`src/rtl/adder_operand_driver_pkg.sv`:
```
// Shared definitions for the 8-operand adder initiator: widths, limits, FSM encoding
// and an operand extraction helper.
package adder_operand_driver_pkg;

    localparam int NUM_OPS         = 8;
    localparam int OP_W            = 4;
    localparam int SUM_W           = 7;
    localparam int IDX_W           = 3;
    localparam int REQ_W           = NUM_OPS * OP_W;
    localparam int DEF_TIMEOUT_CYC = 16;

    typedef enum logic [2:0] {
        ST_IDLE   = 3'd0,
        ST_START1 = 3'd1,
        ST_LOAD   = 3'd2,
        ST_START2 = 3'd3,
        ST_WAIT   = 3'd4,
        ST_RESP   = 3'd5
    } state_e;

    function automatic logic [OP_W-1:0] op_at(input logic [REQ_W-1:0] ops,
                                              input logic [IDX_W-1:0] idx);
        logic [OP_W-1:0] r;
        r = {OP_W{1'b0}};
        for (int i = 0; i < NUM_OPS; i++) begin
            if (IDX_W'(i) == idx) begin
                r = ops[i*OP_W +: OP_W];
            end
        end
        return r;
    endfunction

endpackage

```
`src/rtl/adder_operand_driver_operand_sum_ref.sv`:
```
// Combinational reference sum of the latched operands; 8 x 15 = 120 fits SUM_W bits.
module operand_sum_ref
    import adder_operand_driver_pkg::*;
(
    input  logic [REQ_W-1:0] operands,
    output logic [SUM_W-1:0] sum
);

    // Zero-extend each operand and accumulate
    always_comb begin
        sum = {SUM_W{1'b0}};
        for (int i = 0; i < NUM_OPS; i++) begin
            sum = sum + SUM_W'(operands[i*OP_W +: OP_W]);
        end
    end

endmodule

```
`src/rtl/adder_operand_driver.sv`:
```
// Initiator for the 8-operand adder: start / load 8 operands / start / await done,
// then present the captured result alongside a locally computed expected sum.
module adder_operand_driver
    import adder_operand_driver_pkg::*;
#(
    parameter int TIMEOUT_CYC = DEF_TIMEOUT_CYC
) (
    input  logic             clk,
    input  logic             reset,
    input  logic             req_valid,
    output logic             req_ready,
    input  logic [REQ_W-1:0] req_operands,
    output logic             resp_valid,
    input  logic             resp_ready,
    output logic [SUM_W-1:0] resp_sum,
    output logic [SUM_W-1:0] resp_expected,
    output logic             resp_mismatch,
    output logic             resp_timeout,
    output logic             add_start,
    output logic [OP_W-1:0]  add_in_data,
    output logic [IDX_W-1:0] add_in_select,
    output logic             add_in_valid,
    input  logic             add_ready,
    input  logic             add_done,
    input  logic [SUM_W-1:0] add_result
);

    localparam int CNT_W = $clog2(TIMEOUT_CYC + 1);

    state_e             state_r;
    state_e             state_s;
    logic [REQ_W-1:0]   ops_r;
    logic [IDX_W-1:0]   idx_r;
    logic [CNT_W-1:0]   cnt_r;
    logic [SUM_W-1:0]   sum_s;
    logic               expiry_s;
    logic               last_idx_s;
    logic               resp_valid_r;
    logic [SUM_W-1:0]   resp_sum_r;
    logic [SUM_W-1:0]   resp_expected_r;
    logic               resp_mismatch_r;
    logic               resp_timeout_r;

    operand_sum_ref u_sum_ref (
        .operands (ops_r),
        .sum      (sum_s)
    );

    assign expiry_s   = (cnt_r == CNT_W'(TIMEOUT_CYC - 1));
    assign last_idx_s = (idx_r == IDX_W'(NUM_OPS - 1));

    // Next-state decode
    always_comb begin
        state_s = state_r;
        case (state_r)
            ST_IDLE: begin
                if (req_valid) state_s = ST_START1;
                else           state_s = ST_IDLE;
            end
            ST_START1: state_s = ST_LOAD;
            ST_LOAD: begin
                if (add_ready && last_idx_s) state_s = ST_START2;
                else                         state_s = ST_LOAD;
            end
            ST_START2: state_s = ST_WAIT;
            ST_WAIT: begin
                // done and expiry together resolve as done in the datapath below
                if (add_done || expiry_s) state_s = ST_RESP;
                else                      state_s = ST_WAIT;
            end
            ST_RESP: begin
                if (resp_ready) state_s = ST_IDLE;
                else            state_s = ST_RESP;
            end
            default: state_s = ST_IDLE;
        endcase
    end

    // State, operand latch, index/timeout counters and response capture
    always_ff @(posedge clk) begin
        if (!reset) begin
            state_r         <= ST_IDLE;
            ops_r           <= {REQ_W{1'b0}};
            idx_r           <= {IDX_W{1'b0}};
            cnt_r           <= {CNT_W{1'b0}};
            resp_valid_r    <= 1'b0;
            resp_sum_r      <= {SUM_W{1'b0}};
            resp_expected_r <= {SUM_W{1'b0}};
            resp_mismatch_r <= 1'b0;
            resp_timeout_r  <= 1'b0;
        end else begin
            state_r <= state_s;
            case (state_r)
                ST_IDLE: begin
                    idx_r <= {IDX_W{1'b0}};
                    if (req_valid) ops_r <= req_operands;
                end
                ST_START1: begin
                    idx_r           <= {IDX_W{1'b0}};
                    resp_expected_r <= sum_s;
                end
                ST_LOAD: begin
                    if (add_ready) idx_r <= idx_r + IDX_W'(1'b1);
                end
                ST_START2: cnt_r <= {CNT_W{1'b0}};
                ST_WAIT: begin
                    cnt_r <= cnt_r + CNT_W'(1'b1);
                    if (add_done) begin
                        resp_valid_r    <= 1'b1;
                        resp_sum_r      <= add_result;
                        resp_mismatch_r <= (add_result != resp_expected_r);
                        resp_timeout_r  <= 1'b0;
                    end else if (expiry_s) begin
                        resp_valid_r    <= 1'b1;
                        resp_sum_r      <= {SUM_W{1'b0}};
                        resp_mismatch_r <= 1'b0;
                        resp_timeout_r  <= 1'b1;
                    end
                end
                ST_RESP: begin
                    if (resp_ready) resp_valid_r <= 1'b0;
                end
                default: ;
            endcase
        end
    end

    assign req_ready     = (state_r == ST_IDLE);
    assign add_start     = (state_r == ST_START1) || (state_r == ST_START2);
    assign add_in_valid  = (state_r == ST_LOAD) && add_ready;
    assign add_in_select = (state_r == ST_LOAD) ? idx_r : {IDX_W{1'b0}};
    assign add_in_data   = (state_r == ST_LOAD) ? op_at(ops_r, idx_r) : {OP_W{1'b0}};

    assign resp_valid    = resp_valid_r;
    assign resp_sum      = resp_sum_r;
    assign resp_expected = resp_expected_r;
    assign resp_mismatch = resp_mismatch_r;
    assign resp_timeout  = resp_timeout_r;

endmodule
```
`config.mk`:
```
export PLATFORM = sky130hd
export DESIGN_NAME = adder_operand_driver
export DESIGN_NICKNAME = d
export VERILOG_FILES = /design/src/rtl/adder_operand_driver_pkg.sv /design/src/rtl/adder_operand_driver_operand_sum_ref.sv /design/src/rtl/adder_operand_driver.sv
export SDC_FILE = /design/constraint.sdc
export NUM_CORES = 1
export LEC_CHECK = 0
export CAP_MARGIN = 20
export CORE_AREA = 4 4 91 93
export CTS_CLUSTER_SIZE = 28
export DETAILED_ROUTE_END_ITERATION = 16
export DIE_AREA = 0 0 95 97
export PLACE_DENSITY = 0.89
export SETUP_SLACK_MARGIN = 0.1
export SLEW_MARGIN = 5
export SYNTH_ARGS = -nofsm -noshare
export SYNTH_HDL_FRONTEND = slang
export SYNTH_SLANG_ARGS = --single-unit
```
`constraint.sdc`:
```
create_clock -name clk -period 5.48 [get_ports clk]
set_input_delay 0.548 -clock clk [delete_from_list [all_inputs] [get_ports clk]]
set_output_delay 0.548 -clock clk [all_outputs]
set_load 0.005 [all_outputs]
```
==> out/metrics.csv <==
stage,metric,value,unit
yosys,syn_nets,536,
detailed_routing,drt_iter0_markers,128,
cts,tritoncts,built,
cts,path_clk_slew,0.08,ns
die,die_y,97,um
cts,clk_latency,0.36,ns
yosys,ys.flop_type,dfxtp_1,
placement,portBuffers,71,
power_and_ir_drop,ir_drop,0.000128,V
global_route,grt.overflow.total,0,
sta,maxSlewViolCount,0,
yosys,synth_warnings,0,
yosys,syn_avg_cell_area,8.54,um2
detailed_routing,vias,3308,
worst_setup_path,worstPathArrival,4.77,ns
min_path,min_path_type,register to register,
sta,slew_headroom,33.0,%
finish,final_nets,594,
worst_setup_path,crit_required,5.72,ns
sta,clock_skew,0.0154,ns
cts,hold_buffers,0,
sta,setup_violations,0,
flow_run,maxCapViolCount,0,
detailed_routing,viasPerCell,5.41,
finish,antenna_cells,0,
worst_setup_path,path_max_fanout,3,
die,core.rowCount,32,
cts,cts_buffer_depth,2,
cts,cts_root_buf,clkbuf_8,
die,num_io_pins,72,
global_route,grt_max_degree,43,
power_and_ir_drop,power_density,276,nW/um2
yosys,synthTopCellsByArea,"dfxtp_1 31%, fa_1 9.9%, nand2_1 8.2%",
sta,rsz0062_at_grt,no,
yosys,syn_inst,449,
finish,final_common_cell,nand2_1,
placement,dp_hpwl,7080,um
finish,mostFrequentLayoutCells,"84 x nand2_1, 71 x clkdlybuf4s50_1, 60 x dfxtp_1",
finish,drive_gt1_share,4.71,%
yosys,synthArstFlopShare,0,%
detailed_routing,drcViolationCount,0,
cts,cts-htree-levels,3,
worst_setup_path,criticalPathCategory,register to register,
placement,place_inst,597,
detailed_routing,dr.pass1.iters,4,
sta,max_freq,221,MHz
worst_setup_path,worst_setup_path_start_kind,register,
die,core,7530,um2
yosys,netlist.top_cell.by_area,dfxtp_1,
cts,numCtsBuffers,9,
yosys,synth_largest_type_area_fraction,31.3,%
sta,finalCritPeriodShare,82.7,%
placement,gp_congestion,0.858,
finish,area_delta_synth_final,24.9,%
yosys,synth_cell_type_count,49,
sta,report.final.hold_viol_count,0,
yosys,synth_area,3830,um2
global_route,grt_usage,21.5,%
cts,clock_sinks,60,
detailed_routing,routedWlPerCell,15.5,um
die,initial_utilization,50.9,%
detailed_routing,wl,9460,um
global_route,grt_pass1_vias,3302,
cts,cts_setup_buffers,0,
sta,fin_setup_tns,0,ns
yosys,synth-edff-count,0,
sta,fin_crit,4.53,ns
die,fp.dieW,95,um
sta,worst-slew-pin-transition,1.01,ns
yosys,synth_seq_cells,60,
global_route,grt_pass1_wl,15500,um
worst_setup_path,end_kind,register,
yosys,ys_seq_area_share,31.3,%
cts,cts_resized,0,
power_and_ir_drop,cellLeakagePower,1.93,nW
detailed_routing,antenna_left,0,
global_route,antenna_found_initial,0,
finish,final_cells,612,
outcome,status,finished clean,
die,dieArea,9220,um2
per-layer routing:
| layer | track usage (%) | vias to the layer above | part of all wire, % |
|---|---|---|---|
| met5 | 0 | - | 0 |
| met4 | 7.44 | 0 | 1.7 |
| met3 | 6.61 | 16 | 5.0 |
| met2 | 35.7 | 79 | 52 |
| met1 | 26.1 | 1591 | 41 |
| li1 | - | 1622 | - |
registers in the layout, summed over array words and instances, names as in the netlist:
signal and flops:
cnt_r 5, idx_r 3, ops_r 32, resp_expected 7
resp_mismatch 1, resp_sum 7, resp_timeout 1, resp_valid 1
state_r 3
critical path, stage by stage (launching register included):
cell and delay (ns):
dfxtp_1 0.37, ha_1 0.20, inv_1 0.06, fa_1 0.39
xor2_1 0.21, fa_1 0.47, fa_1 0.52, fa_1 0.56
inv_1 0.06, fa_1 0.51, fa_1 0.48, a21o_1 0.20
a21oi_1 0.18, or4b_1 0.14, nand3_1 0.06
synthesized netlist by cell type (all sizes together), types with 3 or more instances:
master	instances
a211oi	4
a21boi	37
a21o	3
a21oi	22
a221oi	5
a22oi	7
a311oi	3
and2	6
and3	6
buf	12
clkbuf	14
dfxtp	60
fa	19
ha	23
inv	42
nand2	84
nand2b	4
nand3	7
nand3b	9
nand4	3
nor2	4
nor2b	16
nor3b	5
o211ai	4
o21a	3
o21ai	17
xnor2	6
xor2	5
final timing paths:
path,startpoint,slack (ns),cells past startpoint,to
worst max-delay path,ops_r[4],0.95,14,resp_expected[5]
worst max register to register,ops_r[4],0.95,14,resp_expected[5]
worst min register to register,ops_r[25],0.46,2,ops_r[25]
worst min-delay path,ops_r[25],0.46,2,ops_r[25]
through the flow:
| step | setup WS [ns] | utilization [%] | total power, mW | area, um2 | hold WS, ns |
|---|---|---|---|---|---|
| 2_1_floorplan | 1.25 | - | 0.768 | 3830 | 0.435 |
| 3_3_place_gp | 1.11 | 60.5 | 0.879 | 4550 | 0.445 |
| 3_5_place_dp | 0.979 | 60.5 | 0.892 | 4550 | 0.450 |
| 4_1_cts | 0.951 | 63.2 | 1.32 | 4760 | 0.459 |
| 5_1_grt | 0.773 | 63.6 | 1.41 | 4790 | 0.491 |
| 6_report | 0.950 | 63.6 | 1.32 | 4790 | 0.457 |
cell families after synthesis:
kind of cell | count (synthesis) | share of synthesized area [%]
compound gates | 113 | 20.2
xor+xnor | 11 | 2.51
fa+ha+maj | 42 | 17.4
buf+inv | 69 | 7.54
flops | 60 | 31.3
simple gates | 154 | 20.9
where the power goes:
| group | switching [mW] | internal, mW |
|---|---|---|
| clock network | 0.176 | 0.255 |
| registers | 0.0368 | 0.465 |
| logic | 0.199 | 0.189 |
final cells by class:
class	instances	area, um2
multi-input combinational	320	2340
clock inverter	1	30.0
sequential	60	1200
inverter	43	163
tap	102	128
clock buffer	13	179
timing repair buffer	73	746
fill	663	2740
(Power assumes the default switching activity.)
